[src/rtl/bram_master_pkg.sv]
// Shared types and default sizing for the BRAM burst master.
// The state enum is used by the top-level FSM; the defaults seed its parameters.
package bram_master_pkg;

  typedef enum logic [1:0] {
    IDLE  = 2'd0,
    WRITE = 2'd1,
    READ  = 2'd2,
    DONE  = 2'd3
  } state_t;

  localparam int DEFAULT_ADDRESS_WIDTH = 32;
  localparam int DEFAULT_DATA_WIDTH    = 32;
  localparam int DEFAULT_DEPTH         = 64;
  localparam int DEFAULT_LEN_WIDTH     = 7;

endpackage

[src/rtl/bram_rd_out_reg.sv]
// One-entry read output register: a load captures a word and marks it valid,
// a consume without a load empties it. Data holds its last value when empty.
module bram_rd_out_reg #(
  parameter int DATA_WIDTH = 32
) (
  input  logic                  clk,
  input  logic                  n_clr,
  input  logic                  i_load,
  input  logic [DATA_WIDTH-1:0] i_load_data,
  input  logic                  i_consume,
  output logic                  o_valid,
  output logic [DATA_WIDTH-1:0] o_data
);

  logic                  r_valid;
  logic [DATA_WIDTH-1:0] r_data;

  // A load wins over a consume so a same-cycle refill keeps the stream gapless.
  always_ff @(posedge clk or negedge n_clr) begin
    if (!n_clr) begin
      r_valid <= 1'b0;
      r_data  <= '0;
    end else if (i_load) begin
      r_valid <= 1'b1;
      r_data  <= i_load_data;
    end else if (i_consume) begin
      r_valid <= 1'b0;
    end
  end

  assign o_valid = r_valid;
  assign o_data  = r_data;

endmodule

[src/rtl/bram_burst_master.sv]
// Burst master for a single-port BRAM: takes one command at a time and streams
// write words in or read words out at one word per cycle over valid/ready.
module bram_burst_master
  import bram_master_pkg::*;
#(
  parameter int ADDRESS_WIDTH = DEFAULT_ADDRESS_WIDTH,
  parameter int DATA_WIDTH    = DEFAULT_DATA_WIDTH,
  parameter int DEPTH         = DEFAULT_DEPTH,
  parameter int LEN_WIDTH     = DEFAULT_LEN_WIDTH
) (
  input  logic                     clk,
  input  logic                     n_clr,
  input  logic                     cmd_valid,
  output logic                     cmd_ready,
  input  logic                     cmd_write,
  input  logic [ADDRESS_WIDTH-1:0] cmd_addr,
  input  logic [LEN_WIDTH-1:0]     cmd_len,
  input  logic                     wr_valid,
  output logic                     wr_ready,
  input  logic [DATA_WIDTH-1:0]    wr_data,
  output logic                     rd_valid,
  input  logic                     rd_ready,
  output logic [DATA_WIDTH-1:0]    rd_data,
  output logic                     busy,
  output logic                     done,
  output logic                     mem_read_en,
  output logic                     mem_write_en,
  output logic [ADDRESS_WIDTH-1:0] mem_addr,
  output logic [DATA_WIDTH-1:0]    mem_wdata,
  input  logic [DATA_WIDTH-1:0]    mem_rdata
);

  // DEPTH is a power of two, so masking the pointer gives the modulo wrap.
  localparam logic [ADDRESS_WIDTH-1:0] PTR_MASK = ADDRESS_WIDTH'(DEPTH - 1);

  state_t                   r_state;
  state_t                   w_next;
  logic [ADDRESS_WIDTH-1:0] r_ptr;
  logic [LEN_WIDTH-1:0]     r_cnt;

  logic                     w_accept;
  logic                     w_cnt_zero;
  logic                     w_wr_hs;
  logic                     w_issue;
  logic                     w_consume;
  logic                     w_rd_valid;
  logic [DATA_WIDTH-1:0]    w_rd_data;

  assign w_accept   = (r_state == IDLE) && cmd_valid;
  assign w_cnt_zero = (r_cnt == '0);
  assign w_wr_hs    = (r_state == WRITE) && wr_valid;
  // A new read may go out only if the output slot is empty or being drained.
  assign w_issue    = (r_state == READ) && !w_cnt_zero && (!w_rd_valid || rd_ready);
  assign w_consume  = w_rd_valid && rd_ready;

  always_ff @(posedge clk or negedge n_clr) begin
    if (!n_clr) begin
      r_state <= IDLE;
    end else begin
      r_state <= w_next;
    end
  end

  always_comb begin
    w_next       = r_state;
    cmd_ready    = 1'b0;
    busy         = 1'b0;
    done         = 1'b0;
    wr_ready     = 1'b0;
    mem_write_en = 1'b0;
    mem_read_en  = 1'b0;
    case (r_state)
      IDLE: begin
        cmd_ready = 1'b1;
        if (cmd_valid) begin
          if (cmd_len == '0) begin
            w_next = DONE;
          end else if (cmd_write) begin
            w_next = WRITE;
          end else begin
            w_next = READ;
          end
        end
      end
      WRITE: begin
        busy         = 1'b1;
        wr_ready     = 1'b1;
        mem_write_en = wr_valid;
        if (w_wr_hs && (r_cnt == LEN_WIDTH'(1))) begin
          w_next = DONE;
        end
      end
      READ: begin
        busy        = 1'b1;
        mem_read_en = w_issue;
        // Finish only once every issued word has left the output register.
        if (w_cnt_zero && (!w_rd_valid || rd_ready)) begin
          w_next = DONE;
        end
      end
      DONE: begin
        done   = 1'b1;
        w_next = IDLE;
      end
      default: begin
        w_next = IDLE;
      end
    endcase
  end

  always_ff @(posedge clk or negedge n_clr) begin
    if (!n_clr) begin
      r_ptr <= '0;
      r_cnt <= '0;
    end else if (w_accept) begin
      r_ptr <= cmd_addr & PTR_MASK;
      r_cnt <= cmd_len;
    end else if (w_wr_hs || w_issue) begin
      r_ptr <= (r_ptr + ADDRESS_WIDTH'(1)) & PTR_MASK;
      r_cnt <= r_cnt - LEN_WIDTH'(1);
    end
  end

  bram_rd_out_reg #(
    .DATA_WIDTH (DATA_WIDTH)
  ) u_rd_out (
    .clk         (clk),
    .n_clr       (n_clr),
    .i_load      (w_issue),
    .i_load_data (mem_rdata),
    .i_consume   (w_consume),
    .o_valid     (w_rd_valid),
    .o_data      (w_rd_data)
  );

  assign rd_valid  = w_rd_valid;
  assign rd_data   = w_rd_data;
  assign mem_addr  = r_ptr;
  assign mem_wdata = wr_data;

endmodule

[config.mk]
export PLATFORM = sky130hd
export DESIGN_NAME = bram_burst_master
export DESIGN_NICKNAME = d
export VERILOG_FILES = /design/src/rtl/bram_master_pkg.sv /design/src/rtl/bram_rd_out_reg.sv /design/src/rtl/bram_burst_master.sv
export SDC_FILE = /design/constraint.sdc
export NUM_CORES = 1
export LEC_CHECK = 0
export BUFFER_PORTS_ARGS = -buffer_cell sky130_fd_sc_hd__buf_2
export CAP_MARGIN = 0
export CORE_MARGIN = 2
export CORE_UTILIZATION = 40
export CTS_BUF_LIST = sky130_fd_sc_hd__clkbuf_4 sky130_fd_sc_hd__clkbuf_8
export DETAILED_ROUTE_END_ITERATION = 10
export MAX_ROUTING_LAYER = met4
export PLACE_DENSITY = 0.81
export SLEW_MARGIN = 20
export SYNTH_ARGS = -nofsm -noshare
export SYNTH_HDL_FRONTEND = slang
export SYNTH_SLANG_ARGS = --single-unit
[constraint.sdc]
create_clock -name clk -period 2.75 [get_ports clk]
set_input_delay 0.275 -clock clk [delete_from_list [all_inputs] [get_ports clk]]
set_output_delay 0.275 -clock clk [all_outputs]
set_load 0.005 [all_outputs]
==> results of run 1 <==
## how the worst min path moves through the flow
stage                                    start                              end  slack, ns  cells past startpoint
6_report                                 n_clr          mem_addr[3]$_DFFE_PN0P_      -0.03                      1
3_5_place_dp   u_rd_out.o_data[28]$_DFFE_PN0P_  u_rd_out.o_data[28]$_DFFE_PN0P_       0.46                      2
5_1_grt                                  n_clr          mem_addr[3]$_DFFE_PN0P_       0.03                      1
4_1_cts                           mem_rdata[1]   u_rd_out.o_data[1]$_DFFE_PN0P_       0.15                      3
3_3_place_gp   u_rd_out.o_data[28]$_DFFE_PN0P_  u_rd_out.o_data[28]$_DFFE_PN0P_       0.45                      2
2_1_floorplan                            n_clr          mem_addr[0]$_DFFE_PN0P_      -0.02                      0
## critical path: cells and delay by family, from the launching register on
family | cells | cell delay [ns]
and+or+nand+nor | 1 | 0.72
buffers and inverters | 2 | 0.54
DFF | 1 | 0.44
AOI/OAI and AO/OA | 1 | 0.26
## sequential cells by signal (all words and copies together), names as in the netlist
signal and cells:
r_state 2, r_cnt 7, u_rd_out.o_data 32, u_rd_out.o_valid 1, mem_addr 6
## layout by cell type (no fill, tap or decap), types with 2 or more instances in the layout
cell / netlist / layout
buf_2: 2 / 94
inv_2: 2 / 2
conb_1: 1 / 26
ha_1: 7 / 7
buf_4: 62 / 4
o21ai_1: 5 / 5
dfrtp_1: 48 / 48
clkbuf_8: 0 / 6
a21oi_1: 6 / 6
o31ai_1: 5 / 5
nand3_1: 7 / 7
mux2_1: 2 / 2
nand2_1: 106 / 106
nand2b_1: 3 / 3
nor3_1: 7 / 6
nor4_1: 3 / 3
a31oi_1: 8 / 8
or4_1: 5 / 5
inv_1: 8 / 8
nor4_2: 2 / 2
nor2_1: 12 / 12
nand4_1: 3 / 3
## power by group
group | internal, W | total [W] | switching, W
sequential | 0.00105 | 0.00128 | 0.000233
clock | 0.000214 | 0.000444 | 0.000230
combinational | 0.000657 | 0.00154 | 0.000882
## final cells by class
type	count	share of cell area, %
Clock inverter	1	0.246
Multi-Input combinational cell	220	36.5
Timing Repair Buffer	98	16.4
Clock buffer	7	2.96
Inverter	10	1.23
Tap cell	80	3.28
Sequential cell	48	39.4
## kinds of logic after synthesis
logic type | after synthesis | synth area share (%)
mux | 2 | 0.817
flops | 48 | 43.6
simple gates | 153 | 24.2
buf+inv | 82 | 20.0
other cells | 1 | 0.136
compound gates | 32 | 8.13
fa+ha+maj | 7 | 3.18
## per-stage QoR
step / hold WS, ns / instances
final: -0.0304 / 464
after global routing: 0.0305 / 464
after CTS: 0.154 / 464
after detailed placement: 0.458 / 456
after global placement: 0.453 / 456
after floorplan: -0.0206 / 350
## per-layer routing
metal | routed length (um) | vias up
li1 | - | 1096
met1 | 2570 | 1088
met2 | 2920 | 103
met3 | 386 | 13
met4 | 83 | 0
met5 | 0 | -
==> qor.yml, run 1 <==
worst_setup_path:
  cp-startpoint: "r_cnt[3]$_DFFE_PN0P_"
  endpoint_kind: "output pin"
  rr_worst_depth: 5
  cp_max_fo: 40
  crit_type: "flip-flop to output pin"
  ff2ff_setup_slack_ns: 0.48
  critPathMaxStageDelay_ns: 0.72
  cp-start-kind: "flip-flop"
  path_cells: "or4_1, o211ai_4, inv_2, buf_2"
  crit_slowest_cell: "or4_1"
  worstPathRequired_ns: 2.48
  cp.arrival_ns: 2.28
  reg2reg_from: "r_cnt[3]$_DFFE_PN0P_"
  r2r_end: "r_cnt[0]$_DFFE_PN0P_"
  cp-endpoint: "mem_read_en"
flow_run:
  cap_violations: 0
floorplanning:
  dieWidth_um: 87.0
  top_level_ports: 212
  die_h_um: 87.0
  core_um2: 6720
  start_util_pct: 41.0
  rows: 30
  die-area_um2: 7570
sta:
  relSlewSlack_pct: 49.1
  fin_skew_ns: 0.00970
  setup_slack_ns: 0.195
  drv_slew: 0
  fin_setup_tns_ns: 0
  hold_viol: 15
  finalCritPeriodShare_pct: 92.9
  tightest_slew_ns: 0.762
  grt_setup_unrepaired: "false"
  setup_viol: 0
  finalCriticalPeriod_ns: 2.56
  hold_slack_ns: -0.0304
  clock.fmax_ghz: 0.391
clock_tree:
  clock_latency_ns: 0.30
  cts.sinks: 48
  numCtsBuffers: 5
  post_cts_resized: 0
  root_buffer: "clkbuf_8"
  cts_setup_buffers: 0
  cts_hold_buf: 0
  clock_path_buffers: 2
  clkTransAtPathRegs_ns: 0.09
  cts_tree: "built"
  h-tree-depth: 2
power:
  power.leakage_nw: 1.64
  ir_drop_mv: 0.378
  p_per_area_nw_per_um2: 1070
  p_total_w: 0.00327
drt:
  drc: 0
  ant_nets: 0
  vias: 2300
  wl_per_cell_um: 12.9
  drt-total-wl_um: 5960
  first_iter_violations: 140
  drt-pass1-iter-count: 4
  vias_per_cell: 4.96
grt:
  grt_max_degree: 49
  grt_pass1_vias: 2208
  grt_pass1_wl_um: 9890
  use_met2_pct: 27.7
  top_usage_layer: "met2"
  met1_usage_pct: 19.8
  gr-usage-met3_pct: 3.13
  grt_overflow: 0
  antenna_found_initial: 0
  gr-usage-all-layers_pct: 16.6
cells_and_area:
  finish.instance_area_um2: 3050
  nFillCells: 669
  utilization_pct: 45.4
  diodes: 0
  final_nets: 499
  drive_gt1_share_pct: 29.7
  ff_latch_area_um2: 1200
  multiInputGateArea_um2: 1110
  area_delta_synth_final_pct: 10.6
run_status:
  status: "complete, but fails checks"
  violations: "negative hold slack"
yosys:
  synth_top_area_cell: "dfrtp_1"
  syn_inst: 325
  synth_top_cells_by_count: "nand2_1, buf_4, dfrtp_1, nor2_1"
  ys_warn_count: 0
  ys_types: 36
  ys_ff_latch: 48
  async_flop_share_pct: 100
  synth_top_flop_cell: "dfrtp_1"
  synth_area_um2: 2760
  synth_edf_count: 0
  synth_top_area_share_pct: 43.6
  yosys-top-cells-area: "dfrtp_1, buf_4, nand2_1"
  synth.most_common_cell: "nand2_1"
  syn_avg_cell_area_um2: 8.48
  synth_seq_area_share_pct: 43.6
worst_hold_path:
  min_path_type: "primary input to asynchronous set/reset pin"
place:
  post-dp-hpwl_um: 4250
  postPlaceCellArea_um2: 2940
  dpl_worst_slack_ns: 0.248
  globalplace.congestion: 0.831
  io_buffer_count: 95
(Power assumes the default switching activity.)
==> run 2: changes to the inputs <==
Settings changed: SETUP_SLACK_MARGIN set to 0.5.
==> run 2 against run 1 <==
  * The run still ends with negative hold slack left
  * Global-route usage is the same
  * Utilization up 0.13 points
  * Largest power group unchanged
  * First-iteration DRC count down 6.4%
  * Largest cell class unchanged
  * Sequential cell count unchanged
  * Critical path type unchanged
  * Clock-buffer cell count stayed put
  * Setup slack improved by 0.29 ns
  * Wire length up 0.17%
  * Sequential share of layout area shrank 0.11 points
==> qor.yml, run 2 (synthesis gave the netlist of run 1 again) <==
clock_tree:
  clock_latency_ns: 0.30
  h-tree-depth: 2
  clock_path_buffers: 2
  root_buffer: "clkbuf_8"
  cts_setup_buffers: 0
  numCtsBuffers: 5
  cts_tree: "built"
  clkTransAtPathRegs_ns: 0.09
  cts_hold_buf: 0
  cts.sinks: 48
worst_setup_path:
  endpoint_kind: "output pin"
  cp_max_fo: 40
  crit_type: "flip-flop to output pin"
  cp.arrival_ns: 1.99
  cp-start-kind: "flip-flop"
  worstPathRequired_ns: 2.48
drt:
  drt-pass1-iter-count: 4
  wl_per_cell_um: 12.9
  drc: 0
  vias: 2303
  vias_per_cell: 4.96
  drt-total-wl_um: 5970
  ant_nets: 0
  first_iter_violations: 131
grt:
  grt_pass1_wl_um: 9890
  grt_pass1_vias: 2208
  grt_overflow: 0
  antenna_found_initial: 0
  gr-usage-all-layers_pct: 16.6
  grt_max_degree: 49
power:
  p_per_area_nw_per_um2: 1070
  ir_drop_mv: 0.369
  switching_share_pct: 41.3
  p_sw_w: 0.00135
  power.leakage_nw: 1.64
  comb_power_share_pct: 47.2
  internal_power_w: 0.00192
  power.sequential.fraction_pct: 39.3
  clockPowerShare_pct: 13.5
sta:
  setup_slack_ns: 0.481
  hold_viol: 24
  clock.fmax_ghz: 0.441
  fin_skew_ns: 0.00932
  grt_setup_unrepaired: "true"
  finalCritPeriodShare_pct: 82.5
  fin_setup_tns_ns: 0
  hold_slack_ns: -0.0293
  setup_viol: 0
  drv_slew: 0
  relSlewSlack_pct: 46.9
  tightest_slew_ns: 0.795
  finalCriticalPeriod_ns: 2.27
floorplanning:
  die-area_um2: 7570
  start_util_pct: 41.0
  top_level_ports: 212
  rows: 30
  die_h_um: 87.0
  dieWidth_um: 87.0
  core_um2: 6720
cells_and_area:
  utilization_pct: 45.5
  drive_gt1_share_pct: 29.9
  ff_latch_area_um2: 1200
  largest_reg_flops: 32
  multiInputGateArea_um2: 1110
  final_common_cell: "nand2_1"
  area_delta_synth_final_pct: 10.9
  final_nets: 499
  final_cell_mix: "nand2_1, buf_2, dfrtp_1"
  diodes: 0
  final_cells: 464
  nFillCells: 669
place:
  post-dp-hpwl_um: 4250
  dpl_worst_slack_ns: 0.248
  globalplace.congestion: 0.831
  dp.cells: 456
  io_buffer_count: 95
run_status:
  status: "complete, but fails checks"
  violations: "negative hold slack"
flow_run:
  cap_violations: 0
worst_hold_path:
  min_path_type: "primary input to asynchronous set/reset pin"
-- run 2: cell counts in the layout (fill, tap and decap cells not counted) --
No cell type changed its count.
-- run 2: critical path, stage by stage, from the launching register on --
cell      delay [ns]
dfrtp_1         0.44
or4_4           0.62
o211ai_4        0.27
inv_6           0.15
buf_2           0.18
-- run 2: power groups by stage --
stage               Clock (W)  Sequential, W  Combinational, W
global route         0.000488        0.00134           0.00179
floorplan                   0        0.00129           0.00104
finish               0.000443        0.00129           0.00155
CTS                  0.000463        0.00128           0.00156
detailed placement          0        0.00129           0.00156
global placement            0        0.00128           0.00148
-- run 2: worst paths after layout --
check,slack [ns],cells past startpoint,end,start
setup / recovery,0.48,4,mem_read_en,r_cnt[3]$_DFFE_PN0P_
hold / removal,-0.03,1,mem_addr[3]$_DFFE_PN0P_,n_clr
setup reg to reg,0.54,5,r_cnt[5]$_DFFE_PN0P_,r_cnt[3]$_DFFE_PN0P_
hold reg to reg,0.47,2,u_rd_out.o_data[28]$_DFFE_PN0P_,u_rd_out.o_data[28]$_DFFE_PN0P_
max in group asynchronous,2.35,1,u_rd_out.o_data[14]$_DFFE_PN0P_,n_clr
min in group clk,0.16,3,u_rd_out.o_data[20]$_DFFE_PN0P_,mem_rdata[20]
-- run 2: final cells by class --
class                      instances  area share, %
timing repair buffer              98           16.4
clock buffer                       7           2.95
clock inverter                     1          0.246
multi-input combinational        220           36.5
inverter                          10           1.39
sequential                        48           39.3
tap                               80           3.27
-- run 2: repair_timing --
action,in CTS,in global routing
endpoints found under the setup margin,9,15
gates cloned,0,0
resized for setup,2,2
pin swaps,0,0
-- run 2: through the flow --
stage                     area (um2)  power, W  hold WS [ns]
after floorplan                 2850   0.00233       -0.0206
after CTS                       3050   0.00331         0.154
after global routing            3060   0.00361        0.0305
after detailed placement        2940   0.00285         0.458
after global placement          2940   0.00276         0.453
final                           3060   0.00328       -0.0293
-- run 2: layer usage --
layer	wire, um	vias up	part of all wire [%]	track usage, %
met5	0	-	0	-
met4	70	0	1.2	6.25
met3	417	12	7.0	3.13
met2	2950	110	49	27.7
met1	2530	1085	42	19.8
li1	-	1096	-	-
